### src/rtl/fifo_rd_ctrl.sv
// Async FIFO read-side controller: read pointer, empty flag and registered output stage.
// Optional FIFO_RD_GRAY_CHECK_EN adds a sticky illegal-Gray-step detector on the synced write pointer.
module fifo_rd_ctrl #(
  parameter int unsigned DATA_WIDTH = 8,
  parameter int unsigned ADDR_WIDTH = 4
) (
  input  logic                  CLK,
  input  logic                  RST,
  input  logic [ADDR_WIDTH:0]   wr_ptr_gray_sync,
  input  logic [DATA_WIDTH-1:0] ram_data,
  output logic [ADDR_WIDTH-1:0] rd_addr,
  output logic [ADDR_WIDTH:0]   rd_ptr_gray,
  output logic                  empty,
  output logic [DATA_WIDTH-1:0] rd_data,
  output logic                  rd_valid,
  input  logic                  rd_ready,
  output logic [ADDR_WIDTH:0]   rd_level,
  output logic                  ptr_err
);

  localparam int unsigned PW = ADDR_WIDTH + 1;

  logic [PW-1:0]         rd_bin_q, rd_bin_d;
  logic [PW-1:0]         rd_gray_q, rd_gray_d;
  logic [DATA_WIDTH-1:0] rd_data_q, rd_data_d;
  logic                  rd_valid_q, rd_valid_d;
  logic [PW-1:0]         wr_bin;
  logic                  load;

  // Gray-to-binary: each binary bit is the XOR of all Gray bits at or above it
  always_comb begin
    wr_bin = '0;
    for (int unsigned i = 0; i < PW; i++) begin
      wr_bin[i] = ^(wr_ptr_gray_sync >> i);
    end
  end

  assign empty = (rd_gray_q == wr_ptr_gray_sync);
  assign load  = !empty && (!rd_valid_q || rd_ready);

  // Output stage refills in the same cycle it is popped, so streaming has no bubble
  always_comb begin
    rd_bin_d   = rd_bin_q;
    rd_data_d  = rd_data_q;
    rd_valid_d = rd_valid_q;
    if (load) begin
      rd_bin_d   = rd_bin_q + PW'(1);
      rd_data_d  = ram_data;
      rd_valid_d = 1'b1;
    end else if (rd_valid_q && rd_ready) begin
      rd_valid_d = 1'b0;
    end
    rd_gray_d = rd_bin_d ^ (rd_bin_d >> 1);
  end

  always_ff @(posedge CLK) begin
    if (RST) begin
      rd_bin_q   <= '0;
      rd_gray_q  <= '0;
      rd_data_q  <= '0;
      rd_valid_q <= 1'b0;
    end else begin
      rd_bin_q   <= rd_bin_d;
      rd_gray_q  <= rd_gray_d;
      rd_data_q  <= rd_data_d;
      rd_valid_q <= rd_valid_d;
    end
  end

`ifdef FIFO_RD_GRAY_CHECK_EN
  logic [PW-1:0] wr_gray_q;
  logic [PW-1:0] gray_diff;
  logic          ptr_err_q, ptr_err_d;

  // More than one changed bit between consecutive synced samples is an illegal Gray step
  always_comb begin
    gray_diff = wr_ptr_gray_sync ^ wr_gray_q;
    ptr_err_d = ptr_err_q | (|(gray_diff & (gray_diff - PW'(1))));
  end

  always_ff @(posedge CLK) begin
    if (RST) begin
      wr_gray_q <= '0;
      ptr_err_q <= 1'b0;
    end else begin
      wr_gray_q <= wr_ptr_gray_sync;
      ptr_err_q <= ptr_err_d;
    end
  end

  assign ptr_err = ptr_err_q;
`else
  assign ptr_err = 1'b0;
`endif

  assign rd_addr     = rd_bin_q[ADDR_WIDTH-1:0];
  assign rd_ptr_gray = rd_gray_q;
  assign rd_data     = rd_data_q;
  assign rd_valid    = rd_valid_q;
  assign rd_level    = wr_bin - rd_bin_q;

endmodule

### config.mk
export PLATFORM = sky130hd
export DESIGN_NAME = fifo_rd_ctrl
export DESIGN_NICKNAME = d
export VERILOG_FILES = /design/src/rtl/fifo_rd_ctrl.sv
export SDC_FILE = /design/constraint.sdc
export NUM_CORES = 1
export LEC_CHECK = 0
export BUFFER_PORTS_ARGS = -buffer_cell sky130_fd_sc_hd__buf_4
export CORE_ASPECT_RATIO = 1.4
export CORE_MARGIN = 4
export CORE_UTILIZATION = 50
export DETAILED_ROUTE_END_ITERATION = 12
export GPL_TIMING_DRIVEN = 0
export PLACE_DENSITY = 0.79
export SYNTH_ARGS = -nofsm -noshare
export SYNTH_HDL_FRONTEND = slang
export SYNTH_SLANG_ARGS = --single-unit
### constraint.sdc
create_clock -name CLK -period 3.8 [get_ports CLK]
set_input_delay 0.38 -clock CLK [delete_from_list [all_inputs] [get_ports CLK]]
set_output_delay 0.38 -clock CLK [all_outputs]
set_load 0.01 [all_outputs]
==> metrics.md, run 1 <==
| Metric | Value |
|---|---|
| Most common cell after layout, fill and taps aside | `buf_4` |
| Skew final | `roughly 0.0047 ns` |
| Setup CP Type | `input port to primary output` |
| # setup viols final | `0` |
| Post-CTS Setup Inserts | `0` |
| Nature of the critical path endpoint | `primary output` |
| Max Cap Viol | `0` |
| Hold Violations, Final | `0` |
| Count of different cell masters after synthesis | `26` |
| Area growth from synthesis to layout | `33.2%` |
| Most used cell, CP | `xor2_1` |
| Worst-path fanout max | `3` |
| CTS Sinks | `18` |
| DRC Markers | `0` |
| Min Hold Slack | `around 0.32 ns` |
| GP Congestion | `about 0.76` |
| Num CTS Buffers | `3` |
| Final Critical Period | `3.03 ns` |
| Arr. time, crit path | `2.65 ns` |
| End-of-flow core utilization | `between 70% and 80%` |
| First-pass GRT wire length | `3530 µm` |
| Final nets | `around 170` |
| PortBufs | `38` |
| Share of cells above drive strength 1 | `32.2%` |
| Clk_lat worst skew | `approximately 0.29 ns` |
| Ant diodes | `0` |
| GRT Overall Usage | `between 10% and 20%` |
| CTS hold repair buffers | `0` |
| Synth Cell Area | `1000 µm²` |
| CP Launch Type | `input port` |
| DPL Wire Length | `~1800 µm` |
| Initial antenna violation count | `0` |
| Pleak | `slightly below 0.7 nW` |
| Critical path, cell by cell | `buf_4 > xor2_1 > xnor2_1 > xor2_1 > xor2_1 > ha_1 > fa_1 > inv_1 > a21o_1 > a21oi_1 > xor2_1 > buf_4` |
| Row count | `18` |
| Cells after DPL | `166` |
| Vias per Instance | `about 5.1` |
| Final slew viol count | `0` |
| Die height | `~61 µm` |
| Seq cells post-synth | `18` |
| Clk slew on worst S/H paths | `0.10 ns` |
| Post-synth EDFFs | `0` |
| Slowest CP cell | `fa_1` |
| Sequential-to-total area share from yosys stat | `a little over a third` |
| Core footprint | `between 1500 and 2000 µm²` |
| CTS tree | `built` |
| Delay-heaviest family, CP | `XOR/XNOR gates` |
| Via count | `~850` |
| RSZ-0062 raised after global routing | `no` |
| Clock power share | `16.8%` |
| Status | `completed` |
| Worst Path Required | `approximately 3.4 ns` |
| Sw Share | `~33%` |
| Syn. warnings | `0` |
| Largest net degree at the start of global routing | `11` |
| DRT iter0 DRCs | `11` |
| Die area | `around 2800 µm²` |
| Worst IR Drop VDD | `317 µV` |
| Post-Route WL | `around 2100 µm` |
| Sequential Power Share | `40.6%` |
| Vias in the first global route | `around 860` |
| Crit share post-route | `about four fifths` |
| Pwr Total | `~0.55 mW` |
| Grt ovf | `0` |
| Top FF cell, synth | `dfxtp_1` |
| P per Cell Area | `approximately 410 nW/µm²` |
| FILL cells | `~160` |
| Syn Nets | `130` |
| Chip width | `roughly 46 µm` |
| Psw | `0.182 mW` |
| Synth async-reset ratio | `0%` |
| Worst hold path type | `input port to register` |
| Antenna viol nets, final | `0` |
| Setup tns final | `0 ns` |
| Initial Utilization | `a little over half` |
| CTS H-tree depth | `1` |
| Post-Syn Instances | `between 100 and 150` |
| I/O pin cnt | `about 40` |
| Most frequent cells in the layout | `buf_4, nor2_1, dfxtp_1` |
| Syn avg cell area | `around 9.3 µm²` |
| Max Buffers Root-to-Sink | `2` |
| Pre-antenna DRT Iters | `2` |
| Achievable Freq | `330 MHz` |
| Comb power frac | `a little over two fifths` |
| CP bufs+invs | `3` |
| Wire per inst | `between 10 and 15 µm` |
| Max incr delay on CP | `0.43 ns` |
| CTS root buffer | `clkbuf_4` |
| Post-CTS sizing | `0` |
| Internal power | `about 0.36 mW` |
| Finished Layout Cells | `between 150 and 200` |
## layout make-up
cell class	instances	area (µm²)	area share [%]
Inverter	9	33.8	2.53
Tap cell	20	25.0	1.87
Sequential cell	18	360	27.0
Buffer	4	22.5	1.69
Multi-Input combinational cell	77	587	43.9
Clock buffer	3	22.5	1.69
Timing Repair Buffer	38	285	21.3
## power by group through the flow
stage / clock, mW / sequential [mW] / combinational, mW
CTS: 0.0932 / 0.222 / 0.236
floorplan: 0 / 0.233 / 0.131
finish: 0.0917 / 0.221 / 0.233
global route: 0.0996 / 0.225 / 0.258
global placement: 0 / 0.225 / 0.226
detailed placement: 0 / 0.226 / 0.236
## state kept, by name, summed over array words and instances (netlist names)
signal       cells
rd_data          8
rd_bin_q         5
rd_valid         1
rd_ptr_gray      4
## metrics by stage
| step | instance area [µm²] | setup slack, ns |
|---|---|---|
| 2_1_floorplan | 1000 | 1.22 |
| 3_3_place_gp | 1310 | 0.867 |
| 3_5_place_dp | 1310 | 0.766 |
| 4_1_cts | 1340 | 0.745 |
| 5_1_grt | 1340 | 0.542 |
| 6_report | 1340 | 0.767 |
## final timing paths
| kind | from | end | slack (ns) | cells after the start |
|---|---|---|---|---|
| worst max-delay path | wr_ptr_gray_sync[4] | rd_level[4] | 0.77 | 12 |
| worst min-delay path | ram_data[2] | rd_data[2] | 0.32 | 3 |
| worst max register to register | rd_bin_q[4] | rd_ptr_gray[2] | 2.04 | 6 |
| worst min register to register | rd_data[2] | rd_data[2] | 0.51 | 2 |
## kinds of logic after synthesis
logic type | share of synthesized area, %
and+or+nand+nor | 12.7
AOI/OAI and AO/OA | 8.23
buffers and inverters | 5.61
other | 0.374
muxes | 11.5
DFF | 35.9
adders and majority gates | 8.23
xor gates and xnor gates | 17.5
## worst min-delay path, delay by kind of cell
kind                   cells  cell delay [ns]
buffers and inverters      1             0.08
and+or+nand+nor            1             0.07
muxes                      1             0.05
## metal layers
layer	global-route usage (%)	vias up	wire length, µm
met3	1.78	4	153
li1	-	430	-
met4	8.94	0	32
met2	31.7	29	1120
met1	19.2	391	824
met5	0	-	0
## synthesized netlist by cell type (2+ instances only)
master | n | area (µm²)
nand3_1 | 2 | 10.0
xnor2_1 | 10 | 87.6
xor2_1 | 10 | 87.6
a21oi_1 | 3 | 15.0
dfxtp_1 | 18 | 360
inv_1 | 9 | 33.8
nor2_1 | 21 | 78.8
nor2b_1 | 2 | 12.5
a21o_1 | 2 | 15.0
ha_1 | 5 | 62.6
mux2i_1 | 10 | 100
buf_4 | 2 | 15.0
No activity file was read; power rests on OpenSTA's default activity.
==> run 2: changes to the inputs <==
Settings changed: CORE_UTILIZATION 50 to 42, PLACE_DENSITY 0.79 to 0.71.
Clock period 3.8 ns to 2.7 ns, I/O delays scaled along.
==> run 2 against run 1 <==
  * Sequential share of layout area down 0.76 points
  * Worst setup slack worse by 0.64 ns
  * First-iteration DRC count down 55%
  * Global-route usage down 3.6 points
==> metrics.md, run 2 (synthesis results as in run 1) <==
| Metric | Value |
|---|---|
| Reg2Reg Capture Point | `rd_ptr_gray[2] (unchanged)` |
| Worst Hold Launch | `ram_data[3] (was ram_data[2])` |
| CP Launch Type | `input port (unchanged)` |
| PortBufs | `38 (unchanged)` |
| Finished Layout Cells | `172 (was 169)` |
| Pleak | `0.697 nW (was 0.685 nW)` |
| Post-Route WL | `2080 µm (was 2130 µm)` |
| Max incr delay on CP | `0.39 ns (was 0.43 ns)` |
| Ant diodes | `0 (unchanged)` |
| Final Critical Period | `2.58 ns` |
| DRC Markers | `0 (unchanged)` |
| Initial Utilization | `45.1% (was 54.3%)` |
| Cell count along the critical path | `13 (was 12)` |
| P per Cell Area | `565 nW/µm² (was 408 nW/µm²)` |
| Largest net degree at the start of global routing | `11 (unchanged)` |
| I/O pin cnt | `41 (unchanged)` |
| Die height | `65.8 µm (was 61.0 µm)` |
| Max Buffers Root-to-Sink | `2 (unchanged)` |
| RSZ-0062 raised after global routing | `no (unchanged)` |
| Setup CP Type | `input port to primary output (unchanged)` |
| Max reg flops | `8 (unchanged)` |
| Reg2reg start | `rd_bin_q[4] (unchanged)` |
| Placed Area | `1320 µm² (was 1310 µm²)` |
| Grt ovf | `0 (unchanged)` |
| Final WS setup | `0.122 ns (was 0.767 ns)` |
| Arr. time, crit path | `2.31 ns (was 2.65 ns)` |
| Via count | `833 (was 854)` |
| Most frequent cells in the layout | `buf_4, nor2_1, dfxtp_1, mux2i_1 (was buf_4, nor2_1, dfxtp_1)` |
| Area growth from synthesis to layout | `37.0% (was 33.2%)` |
| Post-route cell area | `1380 µm² (was 1340 µm²)` |
| Worst-path fanout max | `3 (unchanged)` |
| Worst hold path type | `input port to register (unchanged)` |
| Min Hold Slack | `0.208 ns (was 0.319 ns)` |
| Critical path, cell by cell | `buf_4 > xor2_4 > xnor2_2 > xor2_1 > buf_4 > xor2_1 > ha_2 > fa_1 > inv_1 > a21o_1 > a21oi_1 > xor2_1 > buf_4 (was buf_4 > xor2_1 > xnor2_1 > xor2_1 > xor2_1 > ha_1 > fa_1 > inv_1 > a21o_1 > a21oi_1 > xor2_1 > buf_4)` |
| Worst IR Drop VDD | `346 µV (was 317 µV)` |
| Num CTS Buffers | `3 (unchanged)` |
| Status | `completed (unchanged)` |
| DPL Wire Length | `1730 µm (was 1750 µm)` |
| DRT iter0 DRCs | `5 (was 11)` |
| Row count | `20 (was 18)` |
| Initial antenna violation count | `0 (unchanged)` |
| GRT Overall Usage | `13.8% (was 17.4%)` |
| CTS Sinks | `18 (unchanged)` |
| CTS tree | `built (unchanged)` |
| CTS root buffer | `clkbuf_4 (unchanged)` |
| CTS hold repair buffers | `0 (unchanged)` |
| Die area | `3250 µm² (was 2800 µm²)` |
| Pre-antenna DRT Iters | `4 (was 2)` |
| Vias in the first global route | `832 (was 856)` |
| GP Congestion | `0.693 (was 0.757)` |
| CTS H-tree depth | `1 (unchanged)` |
| Wire per inst | `12.1 µm (was 12.6 µm)` |
| CP Launch Point | `wr_ptr_gray_sync[4] (unchanged)` |
| Nature of the critical path endpoint | `primary output (unchanged)` |
| Cells after DPL | `168 (was 166)` |
| Chip width | `49.3 µm (was 45.9 µm)` |
| First-pass GRT wire length | `3480 µm (was 3530 µm)` |
| Vias per Instance | `4.84 (was 5.05)` |
| Final nets | `174 (was 173)` |
| Delay-heaviest family, CP | `XOR/XNOR gates (unchanged)` |
| Reg2reg path depth | `6 (unchanged)` |
| Crit share post-route | `around 95%` |
| # setup viols final | `0 (unchanged)` |
| Worst Setup EP | `rd_level[4] (unchanged)` |
| Max Cap Viol | `0 (unchanged)` |
| Most common cell after layout, fill and taps aside | `buf_4 (unchanged)` |
| Core footprint | `2230 µm² (was 1850 µm²)` |
| Clk slew on worst S/H paths | `0.09 ns (was 0.10 ns)` |
| Hold Violations, Final | `0 (unchanged)` |
| Skew final | `0.00335 ns (was 0.00474 ns)` |
| CP bufs+invs | `4 (was 3)` |
| Clk_lat worst skew | `0.29 ns (about the same)` |
| Worst Path Required | `2.43 ns (was 3.42 ns)` |
| Pwr Total | `0.777 mW (was 0.546 mW)` |
| Achievable Freq | `slightly below 400 MHz` |
| Slowest CP cell | `fa_1 (unchanged)` |
| Flop2flop setup slack | `0.94 ns (was 2.04 ns)` |
| Antenna viol nets, final | `0 (unchanged)` |
| Pre-CTS setup slack | `-0.0142 ns (was 0.766 ns)` |
| Share of cells above drive strength 1 | `34.7% (was 32.2%)` |
| Final slew viol count | `0 (unchanged)` |
[run 2: worst min-delay path by stage]
stage	cells after the start	endpoint	slack (ns)
final	3	rd_data[3]	0.21
after global routing	3	rd_data[1]	0.21
after CTS	3	rd_data[3]	0.21
after detailed placement	2	rd_data[1]	0.49
after global placement	2	rd_data[5]	0.48
after floorplan	2	rd_data[1]	0.42
[run 2: worst register-to-register path: cells and delay by family, from the launching register on]
kind / cells / cell delay [ns]
simple gates: 2 / 0.24
compound gates: 2 / 0.48
xor+xnor: 1 / 0.25
flops: 1 / 0.40
mux: 1 / 0.29
[run 2: cell type report]
| cell class | instances | area [µm²] |
|---|---|---|
| Buffer | 4 | 22.5 |
| Clock buffer | 3 | 22.5 |
| Fill cell | 207 | 852 |
| Inverter | 9 | 33.8 |
| Multi-Input combinational cell | 77 | 616 |
| Sequential cell | 18 | 360 |
| Tap cell | 22 | 27.5 |
| Timing Repair Buffer | 39 | 293 |
[run 2: layer usage]
metal,GRT usage (%),wire [µm],vias to the layer above
li1,-,-,429
met5,0,0,-
met1,15.5,850,364
met2,24.0,1050,35
met4,8.54,48,0
met3,2.26,131,5
[run 2: what timing repair did]
item | CTS | global route
setup buffers | 1 | 0
endpoints found under the setup margin | 1 | 1
pin swaps | 1 | 0
gates resized for setup | 0 | 4
[run 2: stage by stage]
stage	util [%]	setup TNS [ns]
2_1_floorplan	-	0
3_3_place_gp	59.1	-0.0170
3_5_place_dp	59.1	-0.0142
4_1_cts	60.4	0
5_1_grt	61.7	0
6_report	61.7	0
[run 2: power breakdown]
group	total (mW)	switching, mW	internal [mW]
combinational	0.332	0.157	0.175
clock	0.133	0.0807	0.0520
sequential	0.312	0.0216	0.291
==> run 3: changes to the inputs <==
Settings changed: GPL_TIMING_DRIVEN 0 to 1, MAX_ROUTING_LAYER set to met4.
==> run 3 against run 2 <==
  * Clock-buffer cell count stayed put
  * Clock skew is 0.00053 ns higher
  * Wire length is 2.6% lower
  * Critical path type unchanged
  * Largest power group unchanged
==> metrics.md, run 3 (synthesis results as in run 1) <==
| Metric | Value |
|---|---|
| Worst IR Drop VDD | `341 µV (was 346 µV)` |
| Max reg flops | `8 (unchanged)` |
| Pre-antenna DRT Iters | `3 (was 4)` |
| Psw | `0.254 mW (was 0.259 mW)` |
| PortBufs | `39 (was 38)` |
| Worst-path fanout max | `2 (was 3)` |
| Status | `completed (unchanged)` |
| Placed Area | `1310 µm² (was 1320 µm²)` |
| Critical path, cell by cell | `buf_4 > xor2_4 > xnor2_2 > xor2_1 > xor2_1 > ha_1 > fa_1 > inv_1 > a21o_1 > a21oi_1 > xor2_1 > buf_4 (was buf_4 > xor2_4 > xnor2_2 > xor2_1 > buf_4 > xor2_1 > ha_2 > fa_1 > inv_1 > a21o_1 > a21oi_1 > xor2_1 > buf_4)` |
| # setup viols final | `0 (unchanged)` |
| Final WS setup | `0.165 ns (was 0.122 ns)` |
| Slowest CP cell | `xor2_1 (was fa_1)` |
| Vias per Instance | `4.81 (was 4.84)` |
| CTS H-tree depth | `1 (unchanged)` |
| Core footprint | `2230 µm² (unchanged)` |
| Most common cell after layout, fill and taps aside | `buf_4 (unchanged)` |
| Clock power share | `16.6% (was 17.1%)` |
| CTS tree | `built (unchanged)` |
| Worst hold path type | `input port to register (unchanged)` |
| Initial Utilization | `45.1% (unchanged)` |
| Clk slew on worst S/H paths | `0.10 ns (was 0.09 ns)` |
| GRT Overall Usage | `13.9% (was 13.8%)` |
| Achievable Freq | `394 MHz (was 388 MHz)` |
| Pleak | `0.695 nW (was 0.697 nW)` |
| Die height | `65.8 µm (unchanged)` |
| Area growth from synthesis to layout | `36.0% (was 37.0%)` |
| Most frequent cells in the layout | `buf_4, nor2_1, dfxtp_1, mux2i_1 (unchanged)` |
| DPL Wire Length | `1630 µm (was 1730 µm)` |
| Via count | `818 (was 833)` |
| Ant diodes | `0 (unchanged)` |
| DRT iter0 DRCs | `14 (was 5)` |
| CTS Sinks | `18 (unchanged)` |
| Sequential Power Share | `40.5% (was 40.2%)` |
| Initial antenna violation count | `0 (unchanged)` |
| Max incr delay on CP | `0.23 ns (was 0.39 ns)` |
| Max Cap Viol | `0 (unchanged)` |
| Largest net degree at the start of global routing | `20 (was 11)` |
| Row count | `20 (unchanged)` |
| First-pass GRT wire length | `3420 µm (was 3480 µm)` |
| Pre-CTS setup slack | `-0.0373 ns (was -0.0142 ns)` |
| Grt ovf | `0 (unchanged)` |
| Final slew viol count | `0 (unchanged)` |
| CTS hold repair buffers | `0 (unchanged)` |
| CP Launch Type | `input port (unchanged)` |
| Max Buffers Root-to-Sink | `2 (unchanged)` |
| P per Cell Area | `565 nW/µm² (about the same)` |
| Worst Path Required | `2.43 ns (about the same)` |
| CTS root buffer | `clkbuf_4 (unchanged)` |
| Clk_lat worst skew | `0.28 ns (was 0.29 ns)` |
| Hold Violations, Final | `0 (unchanged)` |
| Internal power | `0.517 mW (was 0.518 mW)` |
| Skew final | `0.00388 ns (was 0.00335 ns)` |
| GP Congestion | `0.717 (was 0.693)` |
| Most used cell, CP | `xor2_1` |
| Sw Share | `33.0% (was 33.4%)` |
| Share of cells above drive strength 1 | `34.5% (was 34.7%)` |
| Final Critical Period | `2.54 ns (was 2.58 ns)` |
| Arr. time, crit path | `2.27 ns (was 2.31 ns)` |
| Wire per inst | `11.9 µm (was 12.1 µm)` |
| Comb power frac | `42.8% (was 42.7%)` |
| Die area | `3250 µm² (unchanged)` |
| Nature of the critical path endpoint | `primary output (unchanged)` |
| I/O pin cnt | `41 (unchanged)` |
| Post-Route WL | `2020 µm (was 2080 µm)` |
| Final nets | `172 (was 174)` |
| DRC Markers | `0 (unchanged)` |
| Crit share post-route | `93.9% (was 95.5%)` |
| Post-route cell area | `1370 µm² (was 1380 µm²)` |
| Setup CP Type | `input port to primary output (unchanged)` |
| Chip width | `49.3 µm (unchanged)` |
| Pwr Total | `0.771 mW (was 0.777 mW)` |
| Vias in the first global route | `825 (was 832)` |
| Num CTS Buffers | `3 (unchanged)` |
| RSZ-0062 raised after global routing | `no (unchanged)` |
| Antenna viol nets, final | `0 (unchanged)` |
==> run 3: cell count changes in the layout (fill, tap and decap cells not counted), sizes merged <==
cell / change
clkbuf: -1
buf: -1
==> run 3: what timing repair did <==
item	in CTS	in global routing
setup buffers	1	0
pin swaps	1	1
endpoints found under the setup margin	1	1
resized for setup	0	3
hold endpoints to repair	0	0
==> run 3: cell type report <==
class	count	area, µm²
clock buffers	3	22.5
fillers	214	862
inverters	9	33.8
multi-input cells	77	613
flip-flops and latches	18	360
well taps	22	27.5
repair buffers	41	308
==> run 3: path summary, 6_finish.rpt <==
check | start | end | slack (ns) | depth (start not counted)
min | ram_data[3] | rd_data[3] | 0.21 | 3
min reg2reg | rd_data[5] | rd_data[5] | 0.51 | 2
max reg2reg | rd_bin_q[4] | rd_ptr_gray[1] | 0.84 | 7
max | wr_ptr_gray_sync[4] | rd_level[4] | 0.16 | 12
==> run 3: power by group through the flow <==
stage	sequential (mW)	clock [mW]	combinational (mW)
2_1_floorplan	0.328	0	0.185
3_3_place_gp	0.318	0	0.318
3_5_place_dp	0.319	0	0.324
4_1_cts	0.313	0.134	0.329
5_1_grt	0.316	0.144	0.369
6_report	0.312	0.128	0.330
==> run 3: routing by layer <==
layer | wire length (µm) | GRT usage, % | part of all wire [%]
met5 | 0 | - | 0
met4 | 23 | 7.47 | 1.1
met3 | 136 | 2.48 | 6.7
met2 | 1020 | 24.5 | 50
met1 | 844 | 14.5 | 42
==> run 3: worst max-delay path, delay by kind of cell <==
family                     cells  cell delay, ns
adders and majority gates      2            0.43
xor gates and xnor gates       5            0.91
AOI/OAI and AO/OA              2            0.33
buffers and inverters          3            0.33
==> run 3: metrics by stage <==
step | hold slack (ns) | util (%) | setup TNS, ns | cells
3_3_place_gp | 0.476 | 58.8 | 0 | 166
6_report | 0.213 | 61.3 | 0 | 170
2_1_floorplan | 0.417 | - | 0 | 108
4_1_cts | 0.208 | 60.1 | 0 | 170
3_5_place_dp | 0.486 | 58.8 | -0.0373 | 166
5_1_grt | 0.214 | 61.3 | 0 | 170
